### src/rtl/nibble_serial_adder_pkg.sv
// Shared types and constants for the nibble-serial adder.
// Holds the FSM state encoding and the slice width.
package nibble_serial_adder_pkg;

    localparam int NIBBLE_W = 4;

    typedef enum logic [1:0] {
        S_IDLE = 2'd0,
        S_RUN  = 2'd1,
        S_DONE = 2'd2
    } state_e;

    function automatic int cnt_width(input int nibbles);
        return $clog2(nibbles) + 1;
    endfunction

endpackage

### src/rtl/nibble_serial_adder_nibble_adder.sv
// 4-bit ripple-carry adder slice.
// Also exposes the carry into bit 3 so signed overflow can be derived.
module nibble_adder
    import nibble_serial_adder_pkg::*;
(
    input  logic [NIBBLE_W-1:0] a,
    input  logic [NIBBLE_W-1:0] b,
    input  logic                cin,
    output logic                co,
    output logic                c3,
    output logic [NIBBLE_W-1:0] s
);

    always_comb begin : ripple
        logic c;
        c  = cin;
        s  = '0;
        c3 = 1'b0;
        for (int i = 0; i < NIBBLE_W; i++) begin
            if (i == NIBBLE_W - 1) c3 = c;
            s[i] = a[i] ^ b[i] ^ c;
            c    = (a[i] & b[i]) | (c & (a[i] ^ b[i]));
        end
        co = c;
    end

endmodule

### src/rtl/nibble_serial_adder.sv
// Sequential wide adder: one 4-bit slice per cycle, LSB nibble first,
// with a registered carry and a valid/ready result handshake.
module nibble_serial_adder
    import nibble_serial_adder_pkg::*;
#(
    parameter int NIBBLES = 4,
    localparam int WIDTH = NIBBLE_W * NIBBLES
) (
    input  logic             clk,
    input  logic             rst,
    input  logic             in_valid,
    output logic             in_ready,
    input  logic [WIDTH-1:0] a,
    input  logic [WIDTH-1:0] b,
    input  logic             cin,
    output logic             out_valid,
    input  logic             out_ready,
    output logic [WIDTH-1:0] sum,
    output logic             cout,
    output logic             ovf,
    output logic             busy
);

    localparam int CNT_W = cnt_width(NIBBLES);
    localparam logic [CNT_W-1:0] LAST = CNT_W'(NIBBLES - 1);

    state_e           state_q, state_d;
    logic [CNT_W-1:0] cnt_q, cnt_d;
    logic             carry_q, carry_d;
    logic [WIDTH-1:0] a_sr_q, a_sr_d;
    logic [WIDTH-1:0] b_sr_q, b_sr_d;
    logic [WIDTH-1:0] sum_sr_q, sum_sr_d;
    logic             ovf_r_q, ovf_r_d;
    logic [WIDTH-1:0] sum_q, sum_d;
    logic             cout_q, cout_d;
    logic             ovf_q, ovf_d;
    logic             out_valid_q, out_valid_d;
    logic             in_ready_q, in_ready_d;
    logic             busy_q, busy_d;

    logic [NIBBLE_W-1:0] na_s;
    logic                na_co;
    logic                na_c3;

    nibble_adder u_nibble_adder (
        .a   (a_sr_q[NIBBLE_W-1:0]),
        .b   (b_sr_q[NIBBLE_W-1:0]),
        .cin (carry_q),
        .co  (na_co),
        .c3  (na_c3),
        .s   (na_s)
    );

    always_comb begin
        state_d     = state_q;
        cnt_d       = cnt_q;
        carry_d     = carry_q;
        a_sr_d      = a_sr_q;
        b_sr_d      = b_sr_q;
        sum_sr_d    = sum_sr_q;
        ovf_r_d     = ovf_r_q;
        sum_d       = sum_q;
        cout_d      = cout_q;
        ovf_d       = ovf_q;
        out_valid_d = out_valid_q;

        unique case (state_q)
            S_IDLE: begin
                if (in_valid) begin
                    a_sr_d   = a;
                    b_sr_d   = b;
                    carry_d  = cin;
                    cnt_d    = '0;
                    sum_sr_d = '0;
                    state_d  = S_RUN;
                end
            end
            S_RUN: begin
                a_sr_d   = a_sr_q >> NIBBLE_W;
                b_sr_d   = b_sr_q >> NIBBLE_W;
                carry_d  = na_co;
                sum_sr_d = sum_sr_q >> NIBBLE_W;
                sum_sr_d[WIDTH-1 -: NIBBLE_W] = na_s;
                cnt_d    = cnt_q + CNT_W'(1);
                if (cnt_q == LAST) begin
                    ovf_r_d = na_c3 ^ na_co;
                    state_d = S_DONE;
                end
            end
            S_DONE: begin
                // First DONE cycle publishes the result; handshake follows.
                if (!out_valid_q) begin
                    out_valid_d = 1'b1;
                    sum_d       = sum_sr_q;
                    cout_d      = carry_q;
                    ovf_d       = ovf_r_q;
                end else if (out_ready) begin
                    out_valid_d = 1'b0;
                    state_d     = S_IDLE;
                end
            end
            default: begin
                state_d = S_IDLE;
            end
        endcase

        in_ready_d = (state_d == S_IDLE);
        busy_d     = (state_d == S_RUN);
    end

    always_ff @(posedge clk) begin
        if (rst) begin
            state_q     <= S_IDLE;
            cnt_q       <= '0;
            carry_q     <= 1'b0;
            a_sr_q      <= '0;
            b_sr_q      <= '0;
            sum_sr_q    <= '0;
            ovf_r_q     <= 1'b0;
            sum_q       <= '0;
            cout_q      <= 1'b0;
            ovf_q       <= 1'b0;
            out_valid_q <= 1'b0;
            in_ready_q  <= 1'b1;
            busy_q      <= 1'b0;
        end else begin
            state_q     <= state_d;
            cnt_q       <= cnt_d;
            carry_q     <= carry_d;
            a_sr_q      <= a_sr_d;
            b_sr_q      <= b_sr_d;
            sum_sr_q    <= sum_sr_d;
            ovf_r_q     <= ovf_r_d;
            sum_q       <= sum_d;
            cout_q      <= cout_d;
            ovf_q       <= ovf_d;
            out_valid_q <= out_valid_d;
            in_ready_q  <= in_ready_d;
            busy_q      <= busy_d;
        end
    end

    assign in_ready  = in_ready_q;
    assign out_valid = out_valid_q;
    assign sum       = sum_q;
    assign cout      = cout_q;
    assign ovf       = ovf_q;
    assign busy      = busy_q;

endmodule

### config.mk
export PLATFORM = sky130hd
export DESIGN_NAME = nibble_serial_adder
export DESIGN_NICKNAME = d
export VERILOG_FILES = /design/src/rtl/nibble_serial_adder_pkg.sv /design/src/rtl/nibble_serial_adder_nibble_adder.sv /design/src/rtl/nibble_serial_adder.sv
export SDC_FILE = /design/constraint.sdc
export NUM_CORES = 1
export LEC_CHECK = 0
export BUFFER_PORTS_ARGS = -buffer_cell sky130_fd_sc_hd__buf_2
export CAP_MARGIN = 20
export CORE_UTILIZATION = 54
export CTS_CLUSTER_SIZE = 30
export DETAILED_ROUTE_END_ITERATION = 8
export PLACE_DENSITY = 0.78
export SLEW_MARGIN = 10
export SYNTH_ARGS = -nofsm -noshare
export SYNTH_HDL_FRONTEND = slang
export SYNTH_SLANG_ARGS = --single-unit
### constraint.sdc
create_clock -name clk -period 2.75 [get_ports clk]
set_clock_uncertainty 0.15 [all_clocks]
set_input_delay 0.4125 -clock clk [delete_from_list [all_inputs] [get_ports clk]]
set_output_delay 0.4125 -clock clk [all_outputs]
set_load 0.01 [all_outputs]
==> impl_table.tex, run 1 <==
\begin{tabular}{lr}
\hline
Metric & Value \\
\hline
\multicolumn{2}{l}{\textbf{Run status}} \\
\quad Result of the run & completed \\
\multicolumn{2}{l}{\textbf{Routing}} \\
\quad DRC marker count from the first detailed-route iteration & 121 \\
\quad Vias after detailed routing & 2,204 \\
\quad Routed wire per std cell & 13.4 um \\
\quad DRT antenna net count & 0 \\
\quad Post-detailed-routing wire length & 5.54 mm \\
\quad DRC violations left & 0 \\
\quad Post-detailed-route via-to-cell ratio & about 5.3 \\
\quad Detailed-router iteration count before antenna repair & 5 \\
\multicolumn{2}{l}{\textbf{Logic synthesis}} \\
\quad Post-synth top area share & 51.7\% \\
\quad Most used standard cell by instance count after synthesis & dfxtp\_1 \\
\quad Asr flop ratio synth & 0\% \\
\quad Number of flops mapped to enable cells by yosys & 0 \\
\quad Number of instances in the synthesized netlist & 287 \\
\quad Post-synthesis register bit count & 76 \\
\quad Commonest cells in the netlist & dfxtp\_1 (76), nand2\_1 (39), mux2i\_1 (26) \\
\quad Count of warnings emitted by yosys & 0 \\
\quad Number of nets produced by synthesis & 330 \\
\quad Synthesized cell area & 0.00294 mm2 \\
\quad Synth Area per Inst & between 10 and 15 um2 \\
\quad Fraction of the yosys area taken by sequential cells & approximately half \\
\quad Number of library cell types mapped by synthesis & 31 \\
\quad Top\_reg\_cell synth & dfxtp\_1 \\
\quad Top cells by area, synth & dfxtp\_1 (52\%), mux2i\_1 (8.8\%), o2bb2ai\_1 (7.4\%), nand2\_1 (5.0\%), a22oi\_1 (3.8\%) \\
\quad Biggest area consumer among synthesized cells & dfxtp\_1 \\
\multicolumn{2}{l}{\textbf{Worst setup path}} \\
\quad Maximum fanout encountered on the critical timing path & 3 \\
\quad Cell type group with the largest total delay on the critical path & adder cells \\
\quad Endpoint class of the critical path & flop \\
\quad Most used cell, CP & fa\_1 \\
\quad Critical path arrival & 2.56 ns \\
\quad Worst-path cell chain & inv\_1, fa\_1, inv\_1, fa\_1, fa\_1, inv\_1, fa\_1, a2bb2oi\_1, nor2\_1 \\
\quad Buffer and inverter count on the worst path & 3 \\
\quad Critical path class & reg2reg \\
\quad Crit path launch type & flop \\
\quad CP required & 2.88 ns \\
\quad Max stage delay cell, worst path & fa\_1 \\
\quad Stage delay of the slowest cell on the critical path & 0.42 ns \\
\multicolumn{2}{l}{\textbf{Clocking}} \\
\quad Clock-pin slew reported for the worst setup and hold paths after clock tree synthesis & about 0.070 ns \\
\quad Worst skew pair latency & 0.35 ns \\
\quad Total setup buffers inserted after CTS & 0 \\
\quad CTS sink count & between 70 and 80 \\
\quad CTS Hold Buffers Added & 0 \\
\quad Number of gates given a new drive strength after cts & 0 \\
\quad Number of levels the H-tree was split into & 3 \\
\quad Clock Tree Buf Depth & 2 \\
\quad Clock tree from TritonCTS & built \\
\quad Clk root buf & clkbuf\_8 \\
\quad Total clock buffers created by CTS & 9 \\
\multicolumn{2}{l}{\textbf{Timing}} \\
\quad Slew @ Worst Pin & 1.02 ns \\
\quad Max-Slew Margin vs Limit & 32.1\% \\
\quad Minimum clock period after layout & between 2 and 2.5 ns \\
\quad Max Fclk & approximately 410 MHz \\
\quad Number of max-slew violations in the final report & 0 \\
\quad Count of endpoints failing setup in the final report & 0 \\
\quad Share of the clock period used by the worst path after layout & $\sim$88\% \\
\quad RSZ-0062 raised after global routing & no \\
\quad Number of endpoints with negative hold slack in the final report & 0 \\
\quad Setup Total Neg Slack & 0 ns \\
\multicolumn{2}{l}{\textbf{Placed design}} \\
\quad Number of buffers inserted by port buffering & 57 \\
\quad HPWL reported at the end of detailed placement & 3.61 mm \\
\quad Weighted congestion at the end of routability-driven global placement & approximately 0.82 \\
\multicolumn{2}{l}{\textbf{Layout}} \\
\quad Number of nets in the finished design & 382 \\
\quad Fraction of layout cells with a size suffix above 1 & 23.8\% \\
\quad Fillers & 408 \\
\quad Post-synthesis to final-layout area growth & 17.8\% \\
\quad Antenna diode instance count & 0 \\
\quad Final core occ & 67.0\% \\
\multicolumn{2}{l}{\textbf{Power and ir drop}} \\
\quad Total power divided by cell area & 685 mW/mm2 \\
\quad Leakage power of the design & between 0.001 and 0.0015 uW \\
\quad VDD IR max & $\sim$0.40 mV \\
\multicolumn{2}{l}{\textbf{Global routing}} \\
\quad Met3 GRT Util & roughly 6.7\% \\
\quad Number of global-route vias before repair & 1,945 \\
\quad Total congestion overflow & 0 \\
\quad Pin count of the biggest net entering global routing & 37 \\
\quad Global routing met2 resource utilization & between 30\% and 40\% \\
\quad Routing layer with the top usage in global route & met2 \\
\quad Wire length of the first global-routing pass & just under 9 mm \\
\quad Total routing resource utilization after global routing & 21.1\% \\
\quad Met1 track utilization from global routing & 25.8\% \\
\quad Initial antenna violation count & 0 \\
\multicolumn{2}{l}{\textbf{Floorplanning}} \\
\quad Die height & about 76 um \\
\quad Die Span X & $\sim$76 um \\
\quad Overall die area & about 0.0057 mm2 \\
\quad Core ar. & between 0.005 and 0.006 mm2 \\
\quad Number of standard-cell rows in the floorplan & 26 \\
\quad Boundary pin count & 58 \\
\quad Initial core utilization & 56.9\% \\
\multicolumn{2}{l}{\textbf{Job}} \\
\quad Number of max-capacitance violations reported & 0 \\
\multicolumn{2}{l}{\textbf{Min path}} \\
\quad Class of the tightest hold or removal check & in2reg \\
\hline
\end{tabular}
==> final timing paths <==
check | startpoint | to | slack (ns) | cells past startpoint
max | carry_q | sum_sr_q[15] | 0.32 | 9
min | b[15] | b_sr_q[15] | 0.12 | 2
max reg2reg | carry_q | sum_sr_q[15] | 0.32 | 9
min reg2reg | sum[3] | sum[3] | 0.30 | 2
==> metal layers <==
metal  part of all wire [%]  vias to the layer above
li1                       -                     1113
met5                      0                        -
met3                    5.0                        7
met4                   0.94                        0
met2                     47                       61
met1                     47                     1023
==> power by group <==
group | total (uW) | leakage [uW] | switching (uW) | internal, uW
sequential | 1190 | 0.000620 | 38.3 | 1150
clock | 993 | 0.000117 | 393 | 601
combinational | 193 | 0.000654 | 102 | 91.3
==> stage by stage <==
step           cells  hold slack, ns  setup WS, ns  area (um2)  total power, uW
6_report         414           0.118         0.323        3470             2370
5_1_grt          414           0.110         0.158        3470             2470
4_1_cts          414           0.105         0.323        3470             2380
3_5_place_dp     398           0.292         0.342        3230             1400
3_3_place_gp     398           0.290         0.445        3230             1400
2_1_floorplan    287           0.282         0.521        2940             1340
==> worst register-to-register path, cell delays in order (launching register included) <==
cell and delay, ns:
dfxtp_1 0.33, inv_1 0.09, fa_1 0.17, inv_1 0.05, fa_1 0.39, fa_1 0.42
inv_1 0.09, fa_1 0.41, a2bb2oi_1 0.15, nor2_1 0.13
==> layout make-up <==
cell class | count | area [um2] | share of cell area, %
Tap cell | 70 | 87.6 | 2.53
Inverter | 9 | 33.8 | 0.975
Multi-Input combinational cell | 182 | 1270 | 36.8
Clock inverter | 5 | 100 | 2.89
Timing Repair Buffer | 61 | 315 | 9.10
Sequential cell | 76 | 1520 | 43.9
Clock buffer | 11 | 131 | 3.79
==> state kept, by name, indices dropped and copies added, names as in the netlist <==
signal and cells:
sum 16, cout 1, out_valid 1, b_sr_q 16, ovf_r_q 1, sum_sr_q 16
a_sr_q 16, busy 1, carry_q 1, in_ready 1, state_q 2, cnt_q 3
ovf 1
==> cells by family after synthesis <==
kind of cell,synth area share (%)
XOR/XNOR,0.298
flip-flops,51.7
multiplexers,8.85
adder cells (fa/ha/maj),3.57
buffers and inverters,4.93
AO/OA/AOI/OAI,20.0
AND/OR/NAND/NOR,10.6
==> cell usage in the layout (no fill, tap or decap), drive strengths merged, types with 4 or more instances in the layout <==
| master | n |
|---|---|
| a22o | 8 |
| nor2 | 22 |
| nand2 | 39 |
| a21oi | 20 |
| mux2i | 26 |
| o2bb2ai | 25 |
| dfxtp | 76 |
| inv | 9 |
| clkbuf | 11 |
| buf | 61 |
| a22oi | 15 |
| fa | 4 |
Note: power is estimated with default switching activity, not from simulation.
==> run 2, diff against run 1 <==
Clock period 2.75 ns to 2.32 ns, I/O delays scaled along.
==> impl_table.tex, run 2 (synthesis results as in run 1) <==
\begin{tabular}{lr}
\hline
Metric & Value \\
\hline
\multicolumn{2}{l}{\textbf{Layout}} \\
\quad Most common cell after layout, fill and taps aside & dfxtp\_1 \\
\quad Design area & 0.00343 mm2 (-1.0\%) \\
\quad Number of nets in the finished design & 385 (+0.79\%) \\
\quad Antenna diode instance count & 0 (unchanged) \\
\quad Fraction of layout cells with a size suffix above 1 & 27.2\% (+3.4 points) \\
\quad Most frequent cells in the layout & dfxtp\_1 (74), buf\_2 (57), nand2\_1 (39) \\
\quad Post-synthesis to final-layout area growth & 16.6\% \\
\quad Non-filler cells, final & 415 (+0.24\%) \\
\multicolumn{2}{l}{\textbf{Floorplanning}} \\
\quad Core ar. & 0.00517 mm2 (unchanged) \\
\quad Overall die area & 0.00575 mm2 (unchanged) \\
\quad Boundary pin count & 58 (unchanged) \\
\quad Initial core utilization & 56.9\% (unchanged) \\
\quad Die height & 75.8 um (unchanged) \\
\quad Die Span X & 75.8 um (unchanged) \\
\quad Number of standard-cell rows in the floorplan & 26 (unchanged) \\
\multicolumn{2}{l}{\textbf{Routing}} \\
\quad Post-detailed-routing wire length & 5.63 mm (+1.6\%) \\
\quad Post-detailed-route via-to-cell ratio & 5.38 (+1.1\%) \\
\quad DRC violations left & 0 (unchanged) \\
\quad Detailed-router iteration count before antenna repair & 4 (-1) \\
\quad DRT antenna net count & 0 (unchanged) \\
\quad Routed wire per std cell & 13.6 um (+1.3\%) \\
\quad Vias after detailed routing & 2,233 (+1.3\%) \\
\quad DRC marker count from the first detailed-route iteration & 111 (-8.3\%) \\
\multicolumn{2}{l}{\textbf{Clocking}} \\
\quad Clock tree from TritonCTS & built \\
\quad Total clock buffers created by CTS & 9 (unchanged) \\
\quad Clk root buf & clkbuf\_8 \\
\quad CTS sink count & 76 (unchanged) \\
\quad Number of levels the H-tree was split into & 3 (unchanged) \\
\quad Clock Tree Buf Depth & 2 (unchanged) \\
\quad CTS Hold Buffers Added & 0 (unchanged) \\
\quad Worst skew pair latency & 0.33 ns (-0.02 ns) \\
\quad Clock-pin slew reported for the worst setup and hold paths after clock tree synthesis & 0.07 ns (about the same) \\
\multicolumn{2}{l}{\textbf{Timing}} \\
\quad Max-Slew Margin vs Limit & 35.7\% (+3.6 points) \\
\quad Number of endpoints with negative hold slack in the final report & 0 (unchanged) \\
\quad Slew @ Worst Pin & 0.965 ns (-0.0541 ns) \\
\quad Share of the clock period used by the worst path after layout & 97.7\% (+9.5 points) \\
\quad Min Hold Slack & 0.0671 ns (-0.0505 ns) \\
\quad Max Fclk & 441 MHz (+7.0\%) \\
\quad Setup Total Neg Slack & 0 ns (unchanged) \\
\quad Post-layout worst setup margin & 0.0524 ns (-0.270 ns) \\
\quad Minimum clock period after layout & 2.27 ns (-0.160 ns) \\
\quad Count of endpoints failing setup in the final report & 0 (unchanged) \\
\quad RSZ-0062 raised after global routing & yes \\
\quad Number of max-slew violations in the final report & 0 (unchanged) \\
\multicolumn{2}{l}{\textbf{Power and ir drop}} \\
\quad Total power divided by cell area & 724 mW/mm2 (+5.7\%) \\
\quad Leakage power of the design & 0.00137 uW (-1.5\%) \\
\quad VDD IR max & 0.473 mV (+17\%) \\
\multicolumn{2}{l}{\textbf{Global routing}} \\
\quad Wire length of the first global-routing pass & 9.21 mm (+3.5\%) \\
\quad Initial antenna violation count & 0 (unchanged) \\
\quad Number of global-route vias before repair & 2,060 (+5.9\%) \\
\quad Pin count of the biggest net entering global routing & 34 (-8.1\%) \\
\quad Met1 track utilization from global routing & 27.6\% (+1.8 points) \\
\quad Global routing met2 resource utilization & 36.0\% (+2.4 points) \\
\quad Total congestion overflow & 0 (unchanged) \\
\quad Met3 GRT Util & 4.37\% (-2.4 points) \\
\quad Total routing resource utilization after global routing & 21.7\% (+0.60 points) \\
\quad Routing layer with the top usage in global route & met2 \\
\multicolumn{2}{l}{\textbf{Worst setup path}} \\
\quad Critical path class & reg2reg \\
\quad CP required & 2.44 ns (-0.44 ns) \\
\quad Critical path arrival & 2.39 ns (-0.17 ns) \\
\quad Crit path launch type & flop \\
\quad Maximum fanout encountered on the critical timing path & 2 (-1) \\
\quad Endpoint class of the critical path & flop \\
\multicolumn{2}{l}{\textbf{Placed design}} \\
\quad Dpl cell area & 0.00325 mm2 (+0.46\%) \\
\quad Worst-case setup slack after placement & -0.0245 ns (-0.366 ns) \\
\quad Post-Place Cells & 400 (+0.50\%) \\
\quad Number of buffers inserted by port buffering & 57 (unchanged) \\
\quad HPWL reported at the end of detailed placement & 3.89 mm (+7.8\%) \\
\quad Weighted congestion at the end of routability-driven global placement & 0.810 (-1.8\%) \\
\multicolumn{2}{l}{\textbf{Min path}} \\
\quad Class of the tightest hold or removal check & in2reg \\
\multicolumn{2}{l}{\textbf{Run status}} \\
\quad Result of the run & completed \\
\multicolumn{2}{l}{\textbf{Job}} \\
\quad Number of max-capacitance violations reported & 0 (unchanged) \\
\hline
\end{tabular}
run 2: critical path: stages, from the launching register on:
cell	delay, ns
dfxtp_2	0.32
inv_2	0.05
fa_2	0.19
inv_2	0.04
fa_2	0.34
fa_2	0.37
inv_2	0.06
fa_2	0.42
a2bb2oi_2	0.16
nor2_1	0.09
run 2: worst paths after layout:
| check | from | end | slack, ns | cells after the start |
|---|---|---|---|---|
| max | carry_q | sum_sr_q[15] | 0.05 | 9 |
| min | b[15] | b_sr_q[15] | 0.07 | 2 |
| max reg2reg | carry_q | sum_sr_q[15] | 0.05 | 9 |
| min reg2reg | sum[12] | sum[12] | 0.30 | 2 |
run 2: metrics by stage:
step | util (%) | total power (uW)
2_1_floorplan | - | 1590
3_3_place_gp | 62.8 | 1660
3_5_place_dp | 62.8 | 1670
4_1_cts | 65.9 | 2500
5_1_grt | 66.3 | 2580
6_report | 66.3 | 2480
run 2: area by class of cell:
class | count | area [um2]
timing repair buffer | 64 | 338
tap | 70 | 87.6
clock inverter | 3 | 15.0
sequential | 76 | 1520
fill | 446 | 1740
clock buffer | 11 | 141
multi-input combinational | 182 | 1290
inverter | 9 | 33.8
run 2: power breakdown:
| part | internal (uW) | switching [uW] | total [uW] |
|---|---|---|---|
| sequential | 1360 | 44.2 | 1410 |
| clock | 401 | 436 | 836 |
| combinational | 116 | 125 | 240 |
| total | 1880 | 605 | 2480 |
run 2: layer usage:
metal | vias up | wire, um
li1 | 1115 | -
met1 | 1050 | 2550
met2 | 59 | 2780
met3 | 9 | 204
met4 | 0 | 93
met5 | - | 0
run 2: what timing repair did:
action	4_1_cts	5_1_grt
setup endpoints to repair	1	2
pin swaps	0	2
resized for setup	2	8
buffers inserted	0	1
cloned	0	0
